`src/rtl/mem_arbiter_if.sv`:
```
// Bundle of requester, memory and status signals around the main-memory arbiter.
// The arbiter attaches through the slave modport; requesters/memory (or a bench) use master.
interface mem_arbiter_if #(
  parameter int WBITS = 3
);
  logic             i_req;
  logic [15:0]      i_addr;
  logic             i_data_valid;
  logic             i_done;
  logic             d_req;
  logic [15:0]      d_addr;
  logic             d_data_valid;
  logic             d_done;
  logic             d_wr_req;
  logic [15:0]      d_wr_addr;
  logic [15:0]      d_wr_data;
  logic             d_wr_ack;
  logic [WBITS-1:0] fill_word;
  logic             mem_en;
  logic             mem_wr;
  logic [15:0]      mem_addr;
  logic [15:0]      mem_wdata;
  logic [15:0]      mem_rdata;
  logic             mem_rvalid;
  logic             busy;

  // mem_rdata goes straight to the caches, so the arbiter never sees it
  modport slave (
    input  i_req, i_addr, d_req, d_addr, d_wr_req, d_wr_addr, d_wr_data, mem_rvalid,
    output i_data_valid, i_done, d_data_valid, d_done, d_wr_ack, fill_word,
           mem_en, mem_wr, mem_addr, mem_wdata, busy
  );

  modport master (
    output i_req, i_addr, d_req, d_addr, d_wr_req, d_wr_addr, d_wr_data, mem_rdata, mem_rvalid,
    input  i_data_valid, i_done, d_data_valid, d_done, d_wr_ack, fill_word,
           mem_en, mem_wr, mem_addr, mem_wdata, busy
  );
endinterface

```
`src/rtl/mem_arbiter.sv`:
```
// Main-memory port arbiter: single-cycle stores, round-robin I/D block fills with
// burst address generation, and return-strobe routing back to the granted fill.
module mem_arbiter #(
  parameter int WORDS = 8,
  parameter int WBITS = 3
) (
  input  logic         clk,
  input  logic         rst,
  mem_arbiter_if.slave bus
);

  typedef enum logic [1:0] {
    S_IDLE,
    S_WRITE,
    S_ISSUE,
    S_DRAIN
  } state_t;

  localparam int BBITS = 16 - WBITS - 1;
  localparam logic [WBITS:0] LAST_ISSUE = (WBITS + 1)'(WORDS - 1);
  localparam logic [15:0]    BLK_MASK   = ~16'(2 * WORDS - 1);

  state_t           state;
  logic             grant;
  logic [BBITS-1:0] base;
  logic [WBITS:0]   issue_cnt;
  logic [WBITS:0]   issue_nxt;
  logic [WBITS-1:0] ret_cnt;
  logic             last_fill;

  logic             mem_en_q;
  logic             mem_wr_q;
  logic [15:0]      mem_addr_q;
  logic [15:0]      mem_wdata_q;
  logic             wr_ack_q;
  logic             busy_q;

  logic             pick_d;
  logic [15:0]      pick_addr;
  logic             in_burst;
  logic             ret_hit;
  logic             ret_last;

  always_comb begin
    pick_d    = bus.d_req && (!bus.i_req || !last_fill);
    pick_addr = pick_d ? bus.d_addr : bus.i_addr;
    in_burst  = (state == S_ISSUE) || (state == S_DRAIN);
    ret_hit   = in_burst && bus.mem_rvalid;
    ret_last  = ret_hit && (ret_cnt == '1);
    issue_nxt = issue_cnt + 1'b1;
  end

  // Memory-side outputs are registered one edge early, so each is already
  // correct during the cycle its state is occupied.
  always_ff @(posedge clk) begin
    if (rst) begin
      state       <= S_IDLE;
      grant       <= 1'b0;
      base        <= '0;
      issue_cnt   <= '0;
      ret_cnt     <= '0;
      last_fill   <= 1'b0;
      mem_en_q    <= 1'b0;
      mem_wr_q    <= 1'b0;
      mem_addr_q  <= '0;
      mem_wdata_q <= '0;
      wr_ack_q    <= 1'b0;
      busy_q      <= 1'b0;
    end else begin
      mem_en_q <= 1'b0;
      mem_wr_q <= 1'b0;
      wr_ack_q <= 1'b0;
      unique case (state)
        S_IDLE: begin
          if (bus.d_wr_req) begin
            state       <= S_WRITE;
            mem_en_q    <= 1'b1;
            mem_wr_q    <= 1'b1;
            mem_addr_q  <= bus.d_wr_addr;
            mem_wdata_q <= bus.d_wr_data;
            wr_ack_q    <= 1'b1;
            busy_q      <= 1'b1;
          end else if (bus.i_req || bus.d_req) begin
            state      <= S_ISSUE;
            grant      <= pick_d;
            base       <= pick_addr[15:WBITS+1];
            issue_cnt  <= '0;
            ret_cnt    <= '0;
            mem_en_q   <= 1'b1;
            mem_addr_q <= pick_addr & BLK_MASK;
            busy_q     <= 1'b1;
          end
        end
        S_WRITE: begin
          state  <= S_IDLE;
          busy_q <= 1'b0;
        end
        S_ISSUE, S_DRAIN: begin
          if (ret_last) begin
            state     <= S_IDLE;
            last_fill <= grant;
            ret_cnt   <= '0;
            busy_q    <= 1'b0;
          end else begin
            if (ret_hit) ret_cnt <= ret_cnt + 1'b1;
            if (state == S_ISSUE) begin
              issue_cnt <= issue_nxt;
              if (issue_cnt == LAST_ISSUE) begin
                state <= S_DRAIN;
              end else begin
                mem_en_q   <= 1'b1;
                mem_addr_q <= {base, issue_nxt[WBITS-1:0], 1'b0};
              end
            end
          end
        end
        default: state <= S_IDLE;
      endcase
    end
  end

  assign bus.mem_en       = mem_en_q;
  assign bus.mem_wr       = mem_wr_q;
  assign bus.mem_addr     = mem_addr_q;
  assign bus.mem_wdata    = mem_wdata_q;
  assign bus.d_wr_ack     = wr_ack_q;
  assign bus.busy         = busy_q;
  assign bus.fill_word    = ret_cnt;
  assign bus.i_data_valid = ret_hit && !grant;
  assign bus.d_data_valid = ret_hit && grant;
  assign bus.i_done       = ret_last && !grant;
  assign bus.d_done       = ret_last && grant;

endmodule
```
`src/flat_wrapper.sv`:
```
// flat-port wrapper written by rule: the top's interface ports become plain ports
module mem_arbiter_flat 
#(
  parameter int WORDS = 8,
  parameter int WBITS = 3
)
  (clk, rst, bus_i_req, bus_i_addr, bus_d_req, bus_d_addr, bus_d_wr_req, bus_d_wr_addr, bus_d_wr_data, bus_mem_rvalid, bus_i_data_valid, bus_i_done, bus_d_data_valid, bus_d_done, bus_d_wr_ack, bus_fill_word, bus_mem_en, bus_mem_wr, bus_mem_addr, bus_mem_wdata, bus_busy);
  mem_arbiter_if #(.WBITS(WBITS)) bus_i ();
  input  logic clk;
  input  logic rst;
  input wire logic [$bits(bus_i.i_req)-1:0] bus_i_req;
  input wire logic [$bits(bus_i.i_addr)-1:0] bus_i_addr;
  input wire logic [$bits(bus_i.d_req)-1:0] bus_d_req;
  input wire logic [$bits(bus_i.d_addr)-1:0] bus_d_addr;
  input wire logic [$bits(bus_i.d_wr_req)-1:0] bus_d_wr_req;
  input wire logic [$bits(bus_i.d_wr_addr)-1:0] bus_d_wr_addr;
  input wire logic [$bits(bus_i.d_wr_data)-1:0] bus_d_wr_data;
  input wire logic [$bits(bus_i.mem_rvalid)-1:0] bus_mem_rvalid;
  output wire logic [$bits(bus_i.i_data_valid)-1:0] bus_i_data_valid;
  output wire logic [$bits(bus_i.i_done)-1:0] bus_i_done;
  output wire logic [$bits(bus_i.d_data_valid)-1:0] bus_d_data_valid;
  output wire logic [$bits(bus_i.d_done)-1:0] bus_d_done;
  output wire logic [$bits(bus_i.d_wr_ack)-1:0] bus_d_wr_ack;
  output wire logic [$bits(bus_i.fill_word)-1:0] bus_fill_word;
  output wire logic [$bits(bus_i.mem_en)-1:0] bus_mem_en;
  output wire logic [$bits(bus_i.mem_wr)-1:0] bus_mem_wr;
  output wire logic [$bits(bus_i.mem_addr)-1:0] bus_mem_addr;
  output wire logic [$bits(bus_i.mem_wdata)-1:0] bus_mem_wdata;
  output wire logic [$bits(bus_i.busy)-1:0] bus_busy;
  assign bus_i.i_req = bus_i_req;
  assign bus_i.i_addr = bus_i_addr;
  assign bus_i.d_req = bus_d_req;
  assign bus_i.d_addr = bus_d_addr;
  assign bus_i.d_wr_req = bus_d_wr_req;
  assign bus_i.d_wr_addr = bus_d_wr_addr;
  assign bus_i.d_wr_data = bus_d_wr_data;
  assign bus_i.mem_rvalid = bus_mem_rvalid;
  assign bus_i_data_valid = bus_i.i_data_valid;
  assign bus_i_done = bus_i.i_done;
  assign bus_d_data_valid = bus_i.d_data_valid;
  assign bus_d_done = bus_i.d_done;
  assign bus_d_wr_ack = bus_i.d_wr_ack;
  assign bus_fill_word = bus_i.fill_word;
  assign bus_mem_en = bus_i.mem_en;
  assign bus_mem_wr = bus_i.mem_wr;
  assign bus_mem_addr = bus_i.mem_addr;
  assign bus_mem_wdata = bus_i.mem_wdata;
  assign bus_busy = bus_i.busy;
  mem_arbiter #(.WORDS(WORDS), .WBITS(WBITS)) u_core (.clk(clk), .rst(rst), .bus(bus_i));
endmodule
```
`config.mk`:
```
export PLATFORM = sky130hd
export DESIGN_NAME = mem_arbiter_flat
export DESIGN_NICKNAME = d
export VERILOG_FILES = /design/src/rtl/mem_arbiter_if.sv /design/src/rtl/mem_arbiter.sv /design/src/flat_wrapper.sv
export SDC_FILE = /design/constraint.sdc
export NUM_CORES = 1
export LEC_CHECK = 0
export ABC_CLOCK_PERIOD_IN_PS = 2300
export CAP_MARGIN = 0
export CORE_MARGIN = 3
export CORE_UTILIZATION = 43
export DETAILED_ROUTE_END_ITERATION = 6
export PLACE_DENSITY = 0.78
export SLEW_MARGIN = 20
export SYNTH_ARGS = -nofsm -noshare
export SYNTH_HDL_FRONTEND = slang
export SYNTH_SLANG_ARGS = --single-unit
```
`constraint.sdc`:
```
create_clock -name clk -period 2.3 [get_ports clk]
set_input_delay 0.46 -clock clk [delete_from_list [all_inputs] [get_ports clk]]
set_output_delay 0.46 -clock clk [all_outputs]
set_load 0.01 [all_outputs]
```
Yosys cells after proc, flatten, opt, wreduce, memory -nomap -nowiden
Cells that the tools add are included.
Widths: inputs -> output; s select.
{"block": "classes", "addsub": 2, "n_mul": 0, "div": 0, "n_lt_le_gt_ge": 0, "eq_ne": 15, "n_shift": 0, "muxes": 34, "bitwise_logic": 2, "reduce_logical": 25}
{"operator": "$mux 16", "count": 6}
{"operator": "$pmux 16 s2", "count": 1}
{"operator": "$mux 4", "count": 4}
{"operator": "$mux 3", "count": 4}
{"operator": "$mux 2", "count": 5}
{"operator": "$reduce_and 5->1", "count": 2}
{"operator": "$mux 1", "count": 9}
{"operator": "$ne 3x1->1 const B", "count": 3}
{"operator": "$pmux 4 s2", "count": 1}
{"operator": "$logic_and 1x1->1", "count": 7}
{"operator": "$ne 2x1->1 const B", "count": 3}
{"operator": "$ne 2x2->1 const B", "count": 3}
{"operator": "$pmux 2 s3", "count": 1}
{"operator": "$pmux 3 s2", "count": 1}
{"operator": "$reduce_and 2->1", "count": 3}
{"operator": "$reduce_and 3->1", "count": 2}
{"operator": "$add 4x1->4 const B", "count": 1}
{"operator": "$eq 2x2->1 const B", "count": 2}
{"operator": "$eq 4x3->1 const B", "count": 1}
{"operator": "$reduce_and 4->1", "count": 1}
{"operator": "$reduce_or 2->1", "count": 2}
{"operator": "$add 3x1->3 const B", "count": 1}
{"operator": "$eq 3x3->1 const B", "count": 1}
{"operator": "$logic_not 1->1", "count": 3}
{"operator": "8 further kinds", "count": 11}
{"block": "word_totals", "reg_bits": 58, "latchBits": 0, "mem_bits_rw": 0, "mem_bits_ro": 0, "inputBits": 70, "wordCells": 89, "memories": 0}

Logic depth before layout (Yosys ltp)
Gate-level depths: netlist of run 1.
{"block": "depth", "word_depth": 7, "depth_mapped": 7}

Least setup slack after synthesis of run 1
OpenSTA, ideal clock, no wires.
{"block": "synth_timing", "path_type": "register to register", "start": "register u_core.ret_cnt[0] (netlist: u_core.bus.fill_word[0])", "end": "register u_core.mem_addr_q[14] (netlist: u_core.bus.mem_addr[14])", "t_arrival_ns": 1.872, "slack_ns": 0.369, "path_stages_with_launch": 8, "period_less_slack_ns": 1.931, "path_cell_list": "dfxtp_1 ha_1 ha_1 and3_1 a211o_1 buf_2 a2111oi_0 a31o_1"}
{"block": "synth_via", "elab_chain_cells": 4}
{"element": "start, declared", "line_no": "mem_arbiter.sv:28", "source": "logic [WBITS-1:0] ret_cnt;"}
{"element": "start signal, assigned", "line_no": "mem_arbiter.sv:105", "source": "if (ret_hit) ret_cnt <= ret_cnt + 1'b1;"}
{"element": "$eq 3x3->1", "line_no": "mem_arbiter.sv:49", "source": "ret_last = ret_hit && (ret_cnt == '1);"}
{"element": "$logic_and 1x1->1", "line_no": "mem_arbiter.sv:49"}
{"element": "$ne 2x2->1 (no line)"}
{"element": "$reduce_and 5->1 (no line)"}
{"element": "end signal, assigned", "line_no": "mem_arbiter.sv:79", "source": "mem_addr_q <= bus.d_wr_addr;"}
{"element": "end signal, assigned", "line_no": "mem_arbiter.sv:90", "source": "mem_addr_q <= pick_addr & BLK_MASK;"}
{"element": "end signal, assigned", "line_no": "mem_arbiter.sv:112", "source": "mem_addr_q <= {base, issue_nxt[WBITS-1:0], 1'b0};"}
{"element": "end, declared", "line_no": "mem_arbiter.sv:33", "source": "logic [15:0] mem_addr_q;"}
Every way passes these cells.
A chain may end at the register's enable or synchronous reset.

Worst setup path in the final report of run 1
{"block": "layout_timing", "start": "input port bus_mem_rvalid", "end": "output port bus_d_data_valid"}
{"block": "layout_via", "elab_chain_cells": 2}
{"element": "start, declared", "line_no": "flat_wrapper.sv:18", "source": "input wire logic [$bits(bus_i.mem_rvalid)-1:0] bus_mem_rvalid;"}
{"element": "$logic_and 1x1->1", "line_no": "mem_arbiter.sv:48", "source": "ret_hit = in_burst && bus.mem_rvalid;"}
{"element": "$logic_and 1x1->1", "line_no": "mem_arbiter.sv:130", "source": "assign bus.d_data_valid = ret_hit && grant;"}
{"element": "end, declared", "line_no": "flat_wrapper.sv:21", "source": "output wire logic [$bits(bus_i.d_data_valid)-1:0] bus_d_data_valid;"}
Every way passes these cells.

==> results of run 1 <==
critical path, stage by stage:
cell and delay, ns:
clkdlybuf4s50_1 0.52, buf_4 0.13, and3_1 0.15, clkdlybuf4s50_1 0.54
sequential cells by signal, summed over array words and instances (netlist names):
name                  count
u_core.state              2
u_core.issue_cnt          4
u_core.bus.fill_word      3
u_core.bus.mem_en         1
u_core.last_fill          1
u_core.bus.busy           1
u_core.base              12
u_core.bus.mem_addr      16
u_core.bus.mem_wdata     16
u_core.grant              1
u_core.bus.mem_wr         1
layer usage:
layer / routed length, um / track usage, % / share of wire [%]
met5: 0 / 0 / 0
met4: 210 / 9.35 / 2.5
met3: 436 / 5.89 / 5.2
met2: 4170 / 39.0 / 49
met1: 3630 / 28.4 / 43
final cells by class:
type	count	area share [%]
clock buffer	11	3.31
multi-input combinational	226	33.9
inverter	22	1.93
tap	75	2.19
sequential	58	27.2
clock inverter	5	0.702
timing repair buffer	138	30.8
worst paths after layout:
path         cells past startpoint  slack (ns)                    start                      end
max reg2reg                      7        0.09  u_core.bus.fill_word[0]  u_core.bus.mem_addr[12]
min reg2reg                      2        0.45  u_core.bus.mem_wdata[2]  u_core.bus.mem_wdata[2]
min                              2        0.45  u_core.bus.mem_wdata[2]  u_core.bus.mem_wdata[2]
max                              4        0.04           bus_mem_rvalid         bus_d_data_valid
cell usage in the layout, fill, tap and decap left out, drive strengths merged, types with 6 or more instances in the layout:
cell / netlist / routed
a21oi: 31 / 31
a211oi: 14 / 14
nand2: 38 / 38
nor2: 28 / 28
clkdlybuf4s50: 0 / 100
buf: 9 / 35
mux2i: 12 / 12
o21ba: 9 / 9
nor2b: 6 / 6
a22o: 10 / 10
clkbuf: 16 / 11
dfxtp: 58 / 58
nor3: 6 / 6
a21boi: 10 / 10
o21ai: 7 / 7
inv: 22 / 22
a2111oi: 11 / 11
nand3: 6 / 6
cells by family (layout without fill, tap and decap cells):
kind of cell / Yosys count / count (layout)
compound gates: 109 / 109
xor+xnor: 2 / 2
fa+ha+maj: 3 / 3
buf+inv: 47 / 176
flops: 58 / 58
mux: 12 / 12
simple gates: 100 / 100
where the power goes:
part	internal [mW]	switching, mW	leakage [nW]	total [mW]
clock network	0.414	0.414	0.0851	0.827
registers	1.09	0.0512	0.478	1.14
logic	0.388	0.311	1.22	0.699
metrics by stage:
stage          cells  setup WS (ns)  TNS (ns)
6_report         535         0.0404         0
5_1_grt          535         0.0126         0
4_1_cts          535         0.0182         0
3_5_place_dp     519         -0.128    -0.449
3_3_place_gp     519        -0.0632    -0.202
2_1_floorplan    331          0.369         0
timing repair:
| action | 4_1_cts | 5_1_grt |
|---|---|---|
| gates resized for setup | 4 | 4 |
| setup endpoints to repair | 3 | 3 |
| hold buffers | 0 | 0 |
==> run summary, run 1 <==
status - finished clean
gr ovfl total - 0
vias in the first global route - 2,896
FP Rows - 28
Power Density - 624 mW/mm^2
WL final - 8440 um
Die Ht - 86.5 um
period utilization - 98.2%
FMAX - 443 MHz
Final Setup Violations - 0
first-pass GRT wire length - 13,600 um
Slew Limit Headroom - 56.2%
antenna cells - 0
Post-synth ARST share - 0%
top cell type by total area after synthesis - dfxtp_1
area of the multi-input gates - 0.00145 mm^2
htree depth - 3
Yosys warnings - 0
IO buf count - 104
worst hold path type - reg2reg
Worst EP arrival - 1.80 ns
fin area - 0.00428 mm^2
largest family of logic cells by synthesized area - compound AO/OA/AOI/OAI gates
layout cells sized above 1 - 12.6%
simple-gate share of the synthesized area - 16.7%
GRT Util Overall - 23.3%
Final Util - 70.2%
Final Hold Fails - 0
# IOs - 113
top cells by area, synth - dfxtp_1 (42%), a21oi_1 (5.6%), nand2_1 (5.1%)
clock latency on the worst-skew pair - 0.35 ns
Fin Clk Skew - 0.00570 ns
Startpoint Class - input pin
Post-synth EDFFs - 0
max-slew violations - 0
Min Hold Slack - 0.453 ns
register area share after synthesis - 41.7%
vias per cell - 5.37
crit path kind - in2out
most common cell in the netlist - dfxtp_1
area growth from synthesis to layout - 53.5%
clock slew at reported path FFs - 0.06 ns
synthesized net count - 404
Bufs on Longest Clock Path - 2
post-synthesis mux area share - 4.31%
CTS tree - yes
Synth Register Bits - 58
Final Critical Period - 2.26 ns
adder-cell share of the synthesized area - 1.35%
initial antenna violation count - 0
die width - 86.5 um
post-synth cell types - 48
post-CTS setup buffers - 0
compound-gate portion of the synthesized area - 28.4%
number of iterations in the first detailed-routing pass - 4
worst ir drop on vdd - 0.507 mV
routability cong. - 0.874
Mapped Avg Cell Area - 8.41 um^2
Post-Synthesis Cells - 331
Antenna Violating Nets Remaining - 0
vias post-DR - 2,872
RSZ-0062 raised after global routing - no
dpl hpwl - 6180 um
Crit. End Element - output pin
max-cap viol count - 0
commonest cells in the netlist - dfxtp_1 (58), nand2_1 (38), a21oi_1 (31), nor2_1 (28), inv_1 (22)
Die ar. - 0.00748 mm^2
total clock sinks - 58
Synth Cell Area - 0.00279 mm^2
Synth top area share - 41.7%
Leak - 1.79 nW
final net count - 528
Core Area - 0.00610 mm^2
worst slew pin tran - 0.640 ns
largest net degree at the start of global routing - 36
Required @ worst endpoint - 1.84 ns
DRC viols - 0
Power Total - 2.67 mW
critical path fanouts, max - 3
wire per inst - 15.8 um
number of fill cells - 489
Num CTS Buffers - 9
area occupied by registers - 0.00116 mm^2
Placed Instance Area - 0.00409 mm^2
Root Buffer - clkbuf_8
Iteration-0 DRC Markers - 114
Synth Area in XOR/XNOR - 0.629%
Starting Density - 45.7%
Most used DFF post-synth - dfxtp_1
(Power assumes the default switching activity.)
==> inputs of run 2 (changes only) <==
--- a/config.mk
+++ b/config.mk
@@ -8,9 +8,10 @@
 export ABC_CLOCK_PERIOD_IN_PS = 2300
 export CAP_MARGIN = 0
 export CORE_MARGIN = 3
-export CORE_UTILIZATION = 43
+export CORE_UTILIZATION = 62
 export DETAILED_ROUTE_END_ITERATION = 6
-export PLACE_DENSITY = 0.78
+export DONT_BUFFER_PORTS = 1
+export PLACE_DENSITY = 0.76
 export SLEW_MARGIN = 20
 export SYNTH_ARGS = -nofsm -noshare
 export SYNTH_HDL_FRONTEND = slang
==> run summary, run 2 (synthesis results as in run 1) <==
Final Critical Period - 2.15 ns
initial antenna violation count - 0
most common cell after layout, fill and taps aside - dfxtp_1
period utilization - 93.5%
max-slew violations - 0
Die ar. - 0.00533 mm^2
worst slew pin tran - 0.810 ns
worst reg2reg startpoint - u_core.bus.fill_word[1]
largest net degree at the start of global routing - 61
die width - 73.0 um
vias in the first global route - 2,264
routability cong. - 0.844
Bufs on Longest Clock Path - 2
Starting Density - 66.7%
Core Area - 0.00417 mm^2
worst hold path endpoint - u_core.bus.mem_wdata[9]
R2R depth - 6
crit path kind - reg2reg
first-pass GRT wire length - 10,700 um
crit path launch - u_core.bus.fill_word[1]
Num CTS Buffers - 9
Antenna Violating Nets Remaining - 0
Slew Limit Headroom - 45.9%
Required @ worst endpoint - 2.58 ns
Placed Instance Area - 0.00283 mm^2
vias post-DR - 2,335
crit path cell chain - ha_1 -> ha_1 -> and3_1 -> a211o_1 -> a2111oi_0 -> o21ba_1
layout cells sized above 1 - 9.31%
grt met3 use - 10.5%
post-place setup slack - 0.202 ns
R2R Path End - u_core.bus.mem_addr[6]
Power Total - 2.59 mW
Final Setup Violations - 0
post-cts resize count - 0
antenna cells - 0
setup_tns - 0 ns
FP Rows - 23
Power Density - 849 mW/mm^2
critical path fanouts, max - 16
clock latency on the worst-skew pair - 0.34 ns
DRC viols - 0
final net count - 401
placed insts - 367
wire per inst - 17.5 um
worst ir drop on vdd - 0.508 mV
Iteration-0 DRC Markers - 236
CP dominant cell by count - ha_1
fin area - 0.00305 mm^2
Crit. End Element - flip-flop
Final Hold Fails - 0
number of iterations in the first detailed-routing pass - 4
htree depth - 3
met2 GRT Util - 36.9%
WL final - 6710 um
vias per cell - 6.10
post-CTS setup buffers - 0
Fin Clk Skew - 0.00760 ns
Die Ht - 73.0 um
CTS tree - yes
worst hold path type - in2reg
R2R setup slack - 0.15 ns
slowest cell on the critical path - a2111oi_0
GRT Util Overall - 26.3%
Startpoint Class - flip-flop
final worst slack - 0.150 ns
GR Util met1 - 34.4%
# IOs - 113
Worst EP arrival - 2.43 ns
total clock sinks - 58
Layout Cells excl Fill - 383
Root Buffer - clkbuf_8
Final Util - 73.0%
status - finished clean
hold wc startpoint - rst
most frequent cells in the layout - dfxtp_1 (58), nand2_1 (38), a21oi_1 (31)
clock slew at reported path FFs - 0.07 ns
max-cap viol count - 0
dpl hpwl - 4450 um
IO buf count - 0
hold depth - 1
gr ovfl total - 0
Min Hold Slack - 0.186 ns
RSZ-0062 raised after global routing - no
Leak - 1.28 nW
crit-path max cell delay - 0.55 ns
area growth from synthesis to layout - 9.43%
FMAX - 465 MHz
cts hold-fix bufs - 0
GRT Max-Usage Layer - met2
[run 2: changes by cell type in the layout (fill, tap and decap cells not counted), moves of 2 or more]
cell             delta
clkdlybuf4s50_1   -100
buf_12              -2
bufinv_16           +2
buf_4              -21
[run 2: worst max-delay path, delay by kind of cell, from the launching register on]
family / cells / cell delay (ns)
compound gates: 3 / 1.16
fa+ha+maj: 2 / 0.40
flops: 1 / 0.35
simple gates: 1 / 0.18
[run 2: cell type report]
cell class | count | area, um^2
clock buffer | 11 | 141
clock inverter | 5 | 77.6
fill | 337 | 1120
inverter | 22 | 82.6
multi-input combinational | 226 | 1440
sequential | 58 | 1160
tap | 50 | 62.6
timing repair buffer | 11 | 82.6
[run 2: worst max path at each step]
stage,slack (ns),to
floorplan,0.37,u_core.bus.mem_addr[14]
global placement,0.23,u_core.bus.mem_addr[6]
detailed placement,0.20,u_core.bus.mem_addr[7]
CTS,0.17,u_core.bus.mem_addr[6]
global route,0.02,u_core.bus.mem_addr[6]
finish,0.15,u_core.bus.mem_addr[6]
[run 2: power breakdown]
group	switching, mW	internal [mW]
logic	0.198	0.154
registers	0.0872	1.09
clock network	0.420	0.636
[run 2: routing by layer]
metal / vias up / wire, um
met5: - / 0
met3: 12 / 691
li1: 1175 / -
met1: 1061 / 2880
met4: 0 / 156
met2: 87 / 2980
==> inputs of run 3 (changes only) <==
--- a/config.mk
+++ b/config.mk
@@ -5,13 +5,13 @@
 export SDC_FILE = /design/constraint.sdc
 export NUM_CORES = 1
 export LEC_CHECK = 0
-export ABC_CLOCK_PERIOD_IN_PS = 2300
+export ABC_CLOCK_PERIOD_IN_PS = 1900
 export CAP_MARGIN = 0
 export CORE_MARGIN = 3
-export CORE_UTILIZATION = 62
+export CORE_UTILIZATION = 56
 export DETAILED_ROUTE_END_ITERATION = 6
 export DONT_BUFFER_PORTS = 1
-export PLACE_DENSITY = 0.76
+export PLACE_DENSITY = 0.72
 export SLEW_MARGIN = 20
 export SYNTH_ARGS = -nofsm -noshare
 export SYNTH_HDL_FRONTEND = slang
==> constraint.sdc (replaced) <==
create_clock -name clk -period 1.9 [get_ports clk]
set_input_delay 0.38 -clock clk [delete_from_list [all_inputs] [get_ports clk]]
set_output_delay 0.38 -clock clk [all_outputs]
set_load 0.01 [all_outputs]
==> run summary, run 3 (synthesis results as in run 1) <==
crit path launch - u_core.bus.fill_word[1]
setup_tns - 0 ns
area occupied by registers - 0.00116 mm^2
Die ar. - 0.00586 mm^2
first-pass GRT wire length - 11,500 um
Clock Power Share - 33.6%
GRT Util Overall - 24.3%
wire per inst - 16.9 um
die width - 76.5 um
Fin Clk Skew - 0.00670 ns
period utilization - 97.9%
vias post-DR - 2,464
crit-path max cell delay - 0.34 ns
Final Critical Period - 1.86 ns
crit path kind - reg2out
switch share - 28.2%
CP dominant cell by count - ha_2
Required @ worst endpoint - 1.52 ns
Power Internal - 2.10 mW
Bufs on Longest Clock Path - 2
Antenna Violating Nets Remaining - 0
Power Density - 900 mW/mm^2
largest net degree at the start of global routing - 61
slowest cell on the critical path - dfxtp_2
WL final - 7070 um
Leak - 1.36 nW
FP Rows - 25
Starting Density - 58.6%
dpl hpwl - 4860 um
Final Setup Violations - 0
clock slew at reported path FFs - 0.06 ns
Combinational Power Share - 17.5%
clock latency on the worst-skew pair - 0.33 ns
Startpoint Class - flip-flop
worst reg2reg startpoint - u_core.bus.fill_word[0]
worst slew pin tran - 0.579 ns
total clock sinks - 58
final net count - 420
Largest delay share family, worst path - adder cells
grt met3 use - 8.63%
Worst EP arrival - 1.48 ns
number of fill cells - 414
layout cells sized above 1 - 19.4%
Iteration-0 DRC Markers - 130
max-slew violations - 0
antenna cells - 0
hold wc startpoint - rst
vias in the first global route - 2,456
# IOs - 113
Num CTS Buffers - 9
crit path cell chain - ha_2 -> ha_2 -> and3_4 -> buf_4 -> and2_4
met2 GRT Util - 39.8%
Final Util - 68.5%
R2R setup slack - 0.06 ns
initial antenna violation count - 0
Die Ht - 76.5 um
IO buf count - 0
Net Sw Power - 0.826 mW
Crit. End Element - output pin
most frequent cells in the layout - dfxtp_1 (55), nand2_1 (38), a21oi_1 (30)
cts hold-fix bufs - 0
Root Buffer - clkbuf_8
htree depth - 3
vias per cell - 5.89
routability cong. - 0.842
area of the multi-input gates - 0.00152 mm^2
post-CTS setup buffers - 0
CTS tree - yes
number of iterations in the first detailed-routing pass - 4
area growth from synthesis to layout - 17.0%
FMAX - 538 MHz
R2R depth - 7
max-cap viol count - 0
status - finished clean
worst ir drop on vdd - 0.579 mV
DRC viols - 0
Slew Limit Headroom - 61.3%
R2R Path End - u_core.bus.mem_addr[8]
hold depth - 1
GR Util met1 - 28.6%
critical path fanouts, max - 2
CP bufs+invs - 1
most common cell after layout, fill and taps aside - dfxtp_1
worst hold path endpoint - u_core.bus.mem_addr[0]
sequential power share - 48.9%
worst hold path type - in2reg
Final Hold Fails - 0
gr ovfl total - 0
Core Area - 0.00475 mm^2
GRT Max-Usage Layer - met2
## run 3: cell types whose count changed in the layout (fill, tap and decap cells not counted), moves of 3 or more
cell | before | now
dfxtp_2 | 0 | 3
a2111oi_0 | 8 | 2
buf_4 | 11 | 29
dfxtp_1 | 58 | 55
a2111oi_2 | 0 | 6
## run 3: metal layers
metal  share of wire [%]  vias to the layer above
li1                    -                     1212
met1                  41                     1142
met2                  47                       96
met3                 9.5                       14
met4                 2.0                        0
met5                   0                        -
## run 3: metrics by stage
step	std cells	total power, mW	instance area, um^2	worst slack [ns]	hold slack, ns
5_1_grt	418	3.09	3260	-0.0215	0.102
3_5_place_dp	403	1.93	3010	-0.122	0.457
4_1_cts	418	2.93	3210	0.00238	0.107
3_3_place_gp	403	1.92	3010	-0.0853	0.455
2_1_floorplan	331	1.79	2790	-0.0272	0.467
6_report	418	2.93	3260	0.0403	0.117
## run 3: worst max-delay path by stage
stage | cells after the start | end | slack (ns)
final | 5 | bus_d_done | 0.04
after global placement | 7 | u_core.bus.mem_addr[9] | -0.09
after CTS | 5 | bus_i_done | 0.002
after detailed placement | 7 | u_core.bus.mem_addr[9] | -0.12
after floorplan | 7 | u_core.bus.mem_addr[12] | -0.03
after global routing | 8 | u_core.bus.mem_addr[2] | -0.02
## run 3: power groups by stage
stage | clock (mW) | sequential (mW) | combinational [mW]
4_1_cts | 1.00 | 1.43 | 0.492
2_1_floorplan | 0 | 1.43 | 0.361
3_5_place_dp | 0 | 1.46 | 0.475
6_report | 0.984 | 1.43 | 0.513
3_3_place_gp | 0 | 1.45 | 0.465
5_1_grt | 1.07 | 1.45 | 0.572
## run 3: repair_timing
| item | CTS | global route |
|---|---|---|
| pin swaps | 0 | 1 |
| setup endpoints to repair | 9 | 11 |
| gates resized for setup | 10 | 16 |
## run 3: cell type report
class                   instances  share of cell area [%]
multi-input cells             226                    46.6
flip-flops and latches         58                    35.8
repair buffers                 30                    7.30
clock buffers                  12                    4.76
well taps                      67                    2.57
inverters                      22                    2.53
clock inverters                 3                   0.461
